`config.mk`:
```
export PLATFORM = sky130hd
export DESIGN_NAME = lcd_cmd_seq_flat
export DESIGN_NICKNAME = d
export VERILOG_FILES = /design/src/rtl/lcd_cmd_seq_if.sv /design/src/rtl/lcd_cmd_seq.sv /design/src/flat_wrapper.sv
export SDC_FILE = /design/constraint.sdc
export NUM_CORES = 1
export LEC_CHECK = 0
export ABC_AREA = 0
export CORE_MARGIN = 8
export CORE_UTILIZATION = 51
export DETAILED_ROUTE_END_ITERATION = 10
export PLACE_DENSITY = 0.74
export SYNTH_ARGS = -nofsm -noshare
export SYNTH_HDL_FRONTEND = slang
export SYNTH_SLANG_ARGS = --single-unit
```
`constraint.sdc`:
```
create_clock -name clk -period 2.96 [get_ports clk]
set_clock_uncertainty 0.2 [all_clocks]
set_input_delay 0.592 -clock clk [delete_from_list [all_inputs] [get_ports clk]]
set_output_delay 0.592 -clock clk [all_outputs]
set_load 0.02 [all_outputs]
```
`src/rtl/lcd_cmd_seq_if.sv`:
```
// ---------------------------------------------------------------------------
// lcd_cmd_seq_if
// Command/write-back bus between the command sequencer and the LCD image
// controller (plus the IRAM write-back stream it observes).
//   cmd        [3:0]  command code to controller
//   cmd_valid         single-cycle command strobe
//   busy              controller busy
//   done              controller write-back complete
//   IRAM_valid        write-back beat valid
//   IRAM_D     [7:0]  write-back data
//   IRAM_A     [5:0]  write-back address
// Modports: master = sequencer side, slave = controller/IRAM side.
// ---------------------------------------------------------------------------
interface lcd_cmd_seq_if;
  logic [3:0] cmd;
  logic       cmd_valid;
  logic       busy;
  logic       done;
  logic       IRAM_valid;
  logic [7:0] IRAM_D;
  logic [5:0] IRAM_A;

  modport master (
    output cmd, cmd_valid,
    input  busy, done, IRAM_valid, IRAM_D, IRAM_A
  );

  modport slave (
    input  cmd, cmd_valid,
    output busy, done, IRAM_valid, IRAM_D, IRAM_A
  );
endinterface

```
`src/rtl/lcd_cmd_seq.sv`:
```
// ---------------------------------------------------------------------------
// lcd_cmd_seq
// Command initiator for the LCD image controller. Host commands are queued in
// a small FIFO and issued one at a time as single-cycle cmd_valid strobes,
// honouring the controller busy flag and a minimum idle gap. A Write command
// (code 0) is followed by monitoring of the IRAM write-back stream, counting
// beats (saturating at 64) and summing data bytes modulo 2^14.
//
// Ports:
//   clk, reset        clock, asynchronous active-high reset
//   host_cmd[3:0]     command code to enqueue (12..15 rejected)
//   host_push         enqueue strobe
//   fifo_full/empty   registered occupancy flags
//   ctl               lcd_cmd_seq_if.master (cmd, cmd_valid, busy, done, IRAM_*)
//   seq_idle          idle with nothing queued
//   wb_count[6:0]     beats in last/current write-back
//   wb_sum[13:0]      byte sum of those beats
//   seq_err           sticky error flag
//
// Optional feature macro: WB_ORDER_CHECK_EN
//   When defined, write-back beats must arrive with addresses 0,1,..,63;
//   an out-of-order address sets seq_err. When undefined IRAM_A is ignored.
// ---------------------------------------------------------------------------
module lcd_cmd_seq #(
  parameter int FIFO_DEPTH = 16,
  parameter int GAP_CYCLES = 2
) (
  input  logic                clk,
  input  logic                reset,
  input  logic [3:0]          host_cmd,
  input  logic                host_push,
  output logic                fifo_full,
  output logic                fifo_empty,
  lcd_cmd_seq_if.master       ctl,
  output logic                seq_idle,
  output logic [6:0]          wb_count,
  output logic [13:0]         wb_sum,
  output logic                seq_err
);

  localparam int AW = $clog2(FIFO_DEPTH);
  localparam int GW = (GAP_CYCLES > 1) ? $clog2(GAP_CYCLES) : 1;
  localparam logic [AW:0]   DEPTH_C  = (AW+1)'(FIFO_DEPTH);
  localparam logic [GW-1:0] GAP_LAST = GW'(GAP_CYCLES - 1);
  localparam logic [6:0]    WB_BEATS = 7'd64;

  typedef enum logic [2:0] {
    S_BOOT,
    S_IDLE,
    S_ISSUE,
    S_GAP,
    S_WB
  } state_t;

  state_t        state;
  logic          saw_busy;
  logic [GW-1:0] gap_cnt;

  logic [3:0]    mem [FIFO_DEPTH];
  logic [AW-1:0] wr_ptr;
  logic [AW-1:0] rd_ptr;
  logic [AW:0]   count;
  logic [AW:0]   count_nxt;

  logic          code_ok;
  logic          pop_en;
  logic          push_en;
  logic          push_drop;
  logic          push_bad;
  logic          beat;
  logic [6:0]    cnt_beat;
  logic [13:0]   sum_beat;
  logic          wb_short;
  logic          order_err;

`ifdef WB_ORDER_CHECK_EN
  logic [5:0]    exp_addr;
`else
  logic          unused_iram_a;
  assign unused_iram_a = ^ctl.IRAM_A;
`endif

  always_comb begin
    code_ok   = (host_cmd < 4'd12);
    pop_en    = (state == S_IDLE) && (count != '0) && !ctl.busy;
    // A push into a full FIFO is accepted when the head leaves in the same cycle.
    push_en   = host_push && code_ok && ((count != DEPTH_C) || pop_en);
    push_drop = host_push && code_ok && (count == DEPTH_C) && !pop_en;
    push_bad  = host_push && !code_ok;
    count_nxt = count + (AW+1)'(push_en) - (AW+1)'(pop_en);

    // Write-back accounting including a beat that lands in the current cycle,
    // so a beat coincident with done is part of the final tally.
    beat      = (state == S_WB) && ctl.IRAM_valid;
    cnt_beat  = wb_count;
    sum_beat  = wb_sum;
    if (beat) begin
      cnt_beat = (wb_count == WB_BEATS) ? WB_BEATS : wb_count + 7'd1;
      sum_beat = wb_sum + {6'd0, ctl.IRAM_D};
    end
    wb_short  = (state == S_WB) && ctl.done && (cnt_beat != WB_BEATS);
`ifdef WB_ORDER_CHECK_EN
    order_err = beat && (ctl.IRAM_A != exp_addr);
`else
    order_err = 1'b0;
`endif
  end

  // FIFO storage: data only, never reset
  always_ff @(posedge clk) begin
    if (push_en) mem[wr_ptr] <= host_cmd;
  end

  // FIFO pointers and registered flags
  always_ff @(posedge clk or posedge reset) begin
    if (reset) begin
      wr_ptr     <= '0;
      rd_ptr     <= '0;
      count      <= '0;
      fifo_full  <= 1'b0;
      fifo_empty <= 1'b1;
    end else begin
      if (push_en) wr_ptr <= wr_ptr + AW'(1);
      if (pop_en)  rd_ptr <= rd_ptr + AW'(1);
      count      <= count_nxt;
      fifo_full  <= (count_nxt == DEPTH_C);
      fifo_empty <= (count_nxt == '0);
    end
  end

  // Sequencer FSM with registered outputs
  always_ff @(posedge clk or posedge reset) begin
    if (reset) begin
      state         <= S_BOOT;
      saw_busy      <= 1'b0;
      gap_cnt       <= '0;
      ctl.cmd       <= 4'd0;
      ctl.cmd_valid <= 1'b0;
      seq_idle      <= 1'b0;
      wb_count      <= '0;
      wb_sum        <= '0;
      seq_err       <= 1'b0;
`ifdef WB_ORDER_CHECK_EN
      exp_addr      <= '0;
`endif
    end else begin
      ctl.cmd_valid <= 1'b0;
      seq_idle      <= 1'b0;
      if (push_drop || push_bad || wb_short || order_err) seq_err <= 1'b1;

      case (state)
        // Image load: wait for busy to be seen high, then low again.
        S_BOOT: begin
          if (ctl.busy) begin
            saw_busy <= 1'b1;
          end else if (saw_busy) begin
            state    <= S_IDLE;
            seq_idle <= (count_nxt == '0);
          end
        end

        S_IDLE: begin
          if (pop_en) begin
            ctl.cmd       <= mem[rd_ptr];
            ctl.cmd_valid <= 1'b1;
            state         <= S_ISSUE;
          end else begin
            seq_idle <= (count_nxt == '0);
          end
        end

        S_ISSUE: begin
          if (ctl.cmd == 4'd0) begin
            state    <= S_WB;
            wb_count <= '0;
            wb_sum   <= '0;
`ifdef WB_ORDER_CHECK_EN
            exp_addr <= '0;
`endif
          end else begin
            state   <= S_GAP;
            gap_cnt <= '0;
          end
        end

        S_GAP: begin
          if (gap_cnt == GAP_LAST) begin
            state    <= S_IDLE;
            seq_idle <= (count_nxt == '0);
          end else begin
            gap_cnt <= gap_cnt + GW'(1);
          end
        end

        S_WB: begin
          wb_count <= cnt_beat;
          wb_sum   <= sum_beat;
`ifdef WB_ORDER_CHECK_EN
          if (beat) exp_addr <= exp_addr + 6'd1;
`endif
          if (ctl.done) begin
            state    <= S_IDLE;
            seq_idle <= (count_nxt == '0);
          end
        end

        default: state <= S_BOOT;
      endcase
    end
  end

endmodule

```
`src/flat_wrapper.sv`:
```
// flat-port wrapper written by rule: the top's interface ports become plain ports
module lcd_cmd_seq_flat 
#(
  parameter int FIFO_DEPTH = 16,
  parameter int GAP_CYCLES = 2
)
  (clk, reset, host_cmd, host_push, fifo_full, fifo_empty, seq_idle, wb_count, wb_sum, seq_err, ctl_cmd, ctl_cmd_valid, ctl_busy, ctl_done, ctl_IRAM_valid, ctl_IRAM_D, ctl_IRAM_A);
  lcd_cmd_seq_if ctl_i ();
  input  logic clk;
  input  logic reset;
  input  logic [3:0] host_cmd;
  input  logic host_push;
  output logic fifo_full;
  output logic fifo_empty;
  output logic seq_idle;
  output logic [6:0] wb_count;
  output logic [13:0] wb_sum;
  output logic seq_err;
  output wire logic [$bits(ctl_i.cmd)-1:0] ctl_cmd;
  output wire logic [$bits(ctl_i.cmd_valid)-1:0] ctl_cmd_valid;
  input wire logic [$bits(ctl_i.busy)-1:0] ctl_busy;
  input wire logic [$bits(ctl_i.done)-1:0] ctl_done;
  input wire logic [$bits(ctl_i.IRAM_valid)-1:0] ctl_IRAM_valid;
  input wire logic [$bits(ctl_i.IRAM_D)-1:0] ctl_IRAM_D;
  input wire logic [$bits(ctl_i.IRAM_A)-1:0] ctl_IRAM_A;
  assign ctl_cmd = ctl_i.cmd;
  assign ctl_cmd_valid = ctl_i.cmd_valid;
  assign ctl_i.busy = ctl_busy;
  assign ctl_i.done = ctl_done;
  assign ctl_i.IRAM_valid = ctl_IRAM_valid;
  assign ctl_i.IRAM_D = ctl_IRAM_D;
  assign ctl_i.IRAM_A = ctl_IRAM_A;
  lcd_cmd_seq #(.FIFO_DEPTH(FIFO_DEPTH), .GAP_CYCLES(GAP_CYCLES)) u_core (.clk(clk), .reset(reset), .host_cmd(host_cmd), .host_push(host_push), .fifo_full(fifo_full), .fifo_empty(fifo_empty), .ctl(ctl_i), .seq_idle(seq_idle), .wb_count(wb_count), .wb_sum(wb_sum), .seq_err(seq_err));
endmodule
```
== Yosys cells after proc, flatten, opt, wreduce, memory -nomap -nowiden ==
Memories as Yosys holds them, arrays and structs flattened. A register that Yosys moved wholly into a read port is not among the register bits.
Index checks and enable logic that the tools add are counted.
Word-level totals
  flip-flop bits (word level): 44
  memory bits (writable): 64
  bits of input ports: 24
  output and inout port bits: 30
  word-level logic and storage cells: 94
  memories kept: 1
Operators by class
  add/subtract/negate cells: 7
  magnitude comparators: 1
  eq/ne operators: 17
  muxes and demuxes: 27
  reduce and logical (&&, ||, !) cells: 28
Memory list
  u_core.mem: words 16, width 4, rd ports 1, clocked after memory_dff 1, wr ports 1, line lcd_cmd_seq.sv:59  | logic [3:0] mem [FIFO_DEPTH];
Operators with widths (count)
  $mux W14: 2
  $pmux W14 S2: 1
  $mux W7: 3
  $mux W3: 6
  $pmux W3 S5: 1
  $add A14 B8 Y14: 1
  $pmux W7 S2: 1
  $mux W1: 11
  $eq A5 B5 Y1 const B: 2
  $logic_and A1 B1 Y1: 10
  $ne A2 B1 Y1 const B: 5
  $add A4 B1 Y4 const B: 2
  $reduce_and A2 Y1: 4
  $add A7 B1 Y7 const B: 1
  $eq A7 B7 Y1 const B: 1
  $ne A7 B7 Y1 const B: 1
  $eq A3 B2 Y1 const B: 2
  $ne A2 B2 Y1 const B: 3
  $add A5 B1 Y5: 1
  $logic_not A5 Y1: 1
  $ne A5 B5 Y1 const B: 1
  $reduce_and A5 Y1: 1
  $reduce_bool A5 Y1: 1
  $sub A5 B1 Y5: 1
  12 further kinds: 17

== Longest topological paths before layout ==
  word-level depth: 11
  mapped depth: 14

== Worst setup path before layout ==
Ideal clock, no wire load.
  path kind: input-to-reg
  start point: in ctl_busy
  end point: reg u_core.seq_idle
  data arrival time: 2833 ps
  data required time: 2695 ps
  path slack: -137 ps
  stages on the path: 9
  path buffers: 0
  path through: or4b_1 > a32oi_1 > nand2_2 > inv_2 > ha_1 > fa_1 > or3_1 > nor3_1 > o21a_1
On the way
  cells in the longest elaborated chain, start to end: 10
  elaborated cells on any way between the ends: 13
RTL lines
  start: declaration: line flat_wrapper.sv:21  | input wire logic [$bits(ctl_i.busy)-1:0] ctl_busy;
  $logic_not A1 Y1 (*): line lcd_cmd_seq.sv:85  | pop_en = (state == S_IDLE) && (count != '0) && !ctl.busy;
  $logic_and A1 B1 Y1 (*): line lcd_cmd_seq.sv:85
  $logic_or A1 B1 Y1 (*): line lcd_cmd_seq.sv:87  | push_en = host_push && code_ok && ((count != DEPTH_C) || pop_en);
  $logic_and A1 B1 Y1 (*): line lcd_cmd_seq.sv:87
  net u_core.push_en: line lcd_cmd_seq.sv:67  | logic push_en;
  $add A5 B1 Y5 (*): line lcd_cmd_seq.sv:90  | count_nxt = count + (AW+1)'(push_en) - (AW+1)'(pop_en);
  $sub A5 B1 Y5 (*): line lcd_cmd_seq.sv:90
  net u_core.count_nxt[1]: line lcd_cmd_seq.sv:63  | logic [AW:0] count_nxt;
  $logic_not A5 Y1 (*)
  $mux W1: line lcd_cmd_seq.sv:156  | end else if (saw_busy) begin
  $mux W1: line lcd_cmd_seq.sv:154  | if (ctl.busy) begin
  $pmux W1 S4 (*): line lcd_cmd_seq.sv:151  | case (state)
  end signal: assignment: line lcd_cmd_seq.sv:158  | seq_idle <= (count_nxt == '0);
  end signal: assignment: line lcd_cmd_seq.sv:168  | seq_idle <= (count_nxt == '0);
  end signal: assignment: line lcd_cmd_seq.sv:189  | seq_idle <= (count_nxt == '0);
  end: declaration: line lcd_cmd_seq.sv:35  | output logic seq_idle,
Mark *: on every way through the listed nets, which the timed path passes. The rest lies on a longest branch.
A chain may end at the register's enable or synchronous reset.

== Worst setup path after layout ==
  start point: reg u_core.count[2]
  end point: reg u_core.seq_idle
On the way
  cells in the longest elaborated chain, start to end: 11
  elaborated cells on any way between the ends: 15
RTL lines
  start: declaration: line lcd_cmd_seq.sv:62  | logic [AW:0] count;
  start signal: assignment: line lcd_cmd_seq.sv:125  | count <= count_nxt;
  $reduce_bool A5 Y1 (*): line lcd_cmd_seq.sv:85
  $logic_and A1 B1 Y1 (*) (2 in series): line lcd_cmd_seq.sv:85
  net u_core.pop_en: line lcd_cmd_seq.sv:66  | logic pop_en;
  $logic_or A1 B1 Y1: line lcd_cmd_seq.sv:87
  $logic_and A1 B1 Y1: line lcd_cmd_seq.sv:87
  $add A5 B1 Y5: line lcd_cmd_seq.sv:90
  $sub A5 B1 Y5 (*): line lcd_cmd_seq.sv:90
  net u_core.count_nxt[2]: line lcd_cmd_seq.sv:63
  $logic_not A5 Y1 (*)
  $mux W1: line lcd_cmd_seq.sv:156
  $mux W1: line lcd_cmd_seq.sv:154
  $pmux W1 S4 (*): line lcd_cmd_seq.sv:151
Marked as above.

==> summary.md <==
| Metric | Value |
|---|---|
| Final setup viols | `2` |
| # fillers | `around 800` |
| Clk sink count | `112` |
| Leak | `~2.5 nW` |
| P&R area growth vs syn | `19.0%` |
| Worst path cell trace | `inv_2 -> ha_4 -> nor3b_4 -> a211oi_2 -> and3_1 -> ha_1 -> inv_2 -> ha_4 -> fa_2 -> xor2_1 -> or3_4 -> nor3_4 -> o21a_1` |
| Final Max Slew Viols | `0` |
| Yosys Warn Count | `0` |
| Vias in the first global route | `between 3000 and 4000` |
| Critical Path Slowest Stage Cell | `dfrtp_1` |
| Mean Syn Cell Area | `13.6 um^2` |
| Worst-path clk slew | `~0.10 ns` |
| Pre-CTS setup slack | `-0.603 ns` |
| Drt first pass iters | `4` |
| Final min period | `~3 ns` |
| RR Endpoint | `u_core.seq_idle` |
| Crit-path leading delay family | `adder cells` |
| Largest net degree at the start of global routing | `a little under 50` |
| Most common cell after layout, fill and taps aside | `edfxtp_1` |
| Layout cells sized above 1 | `between 10% and 20%` |
| Yosys top cell area share | `between 30% and 40%` |
| Residual DRC | `0` |
| Hold Crit Start | `u_core.saw_busy` |
| Hold EP | `u_core.saw_busy` |
| Die area | `~14000 um^2` |
| All-Layer GR Usage | `between 15 and 20%` |
| Reg2Reg Depth | `13` |
| Syn Nets | `~440` |
| Worst setup margin | `-0.0515 ns` |
| Die width | `between 100 and 150 um` |
| Worst-path maximum fanout | `2` |
| Die Ht | `between 100 and 150 um` |
| Post-synth ARST share | `a little over two fifths` |
| Buffers & Inverters on Critical Path | `2` |
| Synth area leaders | `edfxtp_1 36%, dfrtp_1 22%, mux4_2 5.0%, ha_1 4.9%, mux4_1 3.9%` |
| Synth Instances | `395` |
| Slew HR | `between 40% and 50%` |
| Site Rows | `37` |
| Worst-margin pin slew | `just over 0.8 ns` |
| Netlist Area Pre-Place | `5370 um^2` |
| Root Driver | `clkbuf_8` |
| Clock Tree Buf Depth | `2` |
| Clock latency on the worst-skew pair | `0.37 ns` |
| Crit path largest cell delay | `just over 0.4 ns` |
| CTS tree | `done` |
| Synth unique cells | `55` |
| Initial antenna violation count | `0` |
| Core Footprint | `about 10000 um^2` |
| CP required | `between 3 and 4 ns` |
| Final Cycle Share | `102%` |
| Worst hold path class | `reg2reg` |
| CP Class | `reg2reg` |
| Via/cell ratio | `around 5.6` |
| Status | `complete, but fails checks` |
| Pwr Total | `0.00534 W` |
| Crit path DAT | `~3.1 ns` |
| Initial Util | `a little over half` |
| Detailed placer's ending HPWL | `about 7.6 mm` |
| First-pass GRT wire length | `about 17 mm` |
| Final hold viol count | `0` |
| Most frequent cells in the layout | `64 x edfxtp_1, 47 x dfrtp_1, 46 x clkdlybuf4s50_1` |
| Ports | `54` |
| Post-synth EDFFs | `64` |
| MaxCap Viol Count | `0` |
| Drt wl/cell | `roughly 18 um` |
| Drt initial violations | `about 230` |
| FF-to-FF Start | `u_core.count[2]` |
| H-tree depth | `3` |
| Flop-to-flop setup slack | `-0.05 ns` |
| CTS buffer count | `9` |
| Routed via count | `roughly 3400` |
| Cell taking the most area after synthesis | `edfxtp_1` |
| CP Launch Type | `flip-flop` |
| Ant. Diodes | `0` |
| CP Depth | `13` |
| RSZ-0062 raised after global routing | `true` |
| Worst vdd ir | `between 600 and 700 uV` |
| Most used DFF post-synth | `edfxtp_1` |
| Gr ovfl total | `0` |
| Fmax | `roughly 0.33 GHz` |
| Synth Register Bits | `~110` |
| GP Congestion | `a little over 0.8` |
| Hold depth | `1` |
| Port Buffers | `47` |
| Post-synthesis sequential area ratio | `between 50% and 60%` |
| Crit path capture type | `flip-flop` |
| Routed Antenna Nets | `0` |
| Failing checks | `negative setup slack` |
| Total Wirelength | `approximately 11 mm` |
| PwrDens | `approximately 840 nW/um^2` |
| Final nets | `roughly 510` |
## cell type report
cell class,count,area (um^2),area share [%]
sequential,112,3120,48.9
multi-input combinational,245,2140,33.5
timing repair buffer,74,684,10.7
tap,136,170,2.66
clock buffer,12,166,2.60
inverter,20,77.6,1.21
clock inverter,4,25.0,0.392
## Yosys cell counts (6+ instances only)
cell,instances
a21oi_1,19
and2_1,16
and3_1,6
clkbuf_1,10
dfrtp_1,47
edfxtp_1,64
ha_1,21
inv_1,19
mux4_1,8
mux4_2,12
nand2_1,23
nand3_1,19
nor2_1,13
nor3_1,7
o211ai_1,6
o21ai_0,15
xnor2_1,9
xor2_1,6
## flip-flops by register name, indices dropped and copies added (netlist names)
name,flops
u_core.rd_ptr,4
u_core.ctl.cmd_valid,1
u_core.fifo_full,1
u_core.wb_sum,14
u_core.mem,64
u_core.gap_cnt,1
u_core.state,3
u_core.saw_busy,1
u_core.fifo_empty,1
u_core.count,5
u_core.wb_count,7
u_core.wr_ptr,4
u_core.seq_idle,1
u_core.ctl.cmd,4
u_core.seq_err,1
## worst max-delay path by stage
stage / from / endpoint / slack [ns]
finish: u_core.count[2] / u_core.seq_idle / -0.05
global route: u_core.count[2] / u_core.seq_idle / -0.20
CTS: u_core.count[2] / u_core.seq_idle / -0.07
detailed placement: ctl_busy / u_core.seq_idle / -0.60
global placement: ctl_busy / u_core.seq_idle / -0.48
floorplan: ctl_busy / u_core.seq_idle / -0.03
## worst reg2reg max path: stages (launching register included)
cell      delay [ns]
dfrtp_1         0.41
inv_2           0.09
ha_4            0.13
nor3b_4         0.21
a211oi_2        0.10
and3_1          0.19
ha_1            0.29
inv_2           0.04
ha_4            0.15
fa_2            0.34
xor2_1          0.18
or3_4           0.35
nor3_4          0.14
o21a_1          0.14
## routing by layer
| layer | track usage [%] | up-vias | part of all wire [%] |
|---|---|---|---|
| met5 | 0 | - | 0 |
| met4 | 4.98 | 0 | 1.2 |
| met3 | 3.62 | 11 | 4.4 |
| met2 | 24.1 | 67 | 47 |
| met1 | 20.5 | 1682 | 47 |
| li1 | - | 1616 | - |
## cell families after synthesis
logic type,share of synthesized area [%]
buf+inv,3.33
xor+xnor,2.45
fa+ha+maj,5.64
compound gates,7.67
flops,58.2
simple gates,11.5
mux,11.2
## timing repair
item	CTS	global route
hold buffers	0	0
setup endpoints to repair	3	3
cloned	0	0
setup buffers	2	2
gates resized for setup	10	0
pin swaps	5	0
## metrics by stage
step | hold slack (ns) | instances | setup TNS, ns | cell area (um^2) | utilization, %
floorplan | 0.242 | 395 | -0.0317 | 5410 | -
global placement | 0.249 | 583 | -6.23 | 6130 | 59.7
detailed placement | 0.255 | 583 | -13.55 | 6130 | 59.7
CTS | 0.280 | 601 | -0.109 | 6370 | 62.0
global route | 0.293 | 603 | -0.505 | 6390 | 62.2
finish | 0.274 | 603 | -0.0816 | 6390 | 62.2
## report_power, final
part	switching [W]	total [W]	internal, W	leakage, nW
registers	0.000279	0.00224	0.00196	1.18
logic	0.00108	0.00222	0.00115	1.20
clock network	0.000501	0.000883	0.000383	0.102
total	0.00186	0.00534	0.00349	2.48
Note: power is estimated with default switching activity, not from simulation.
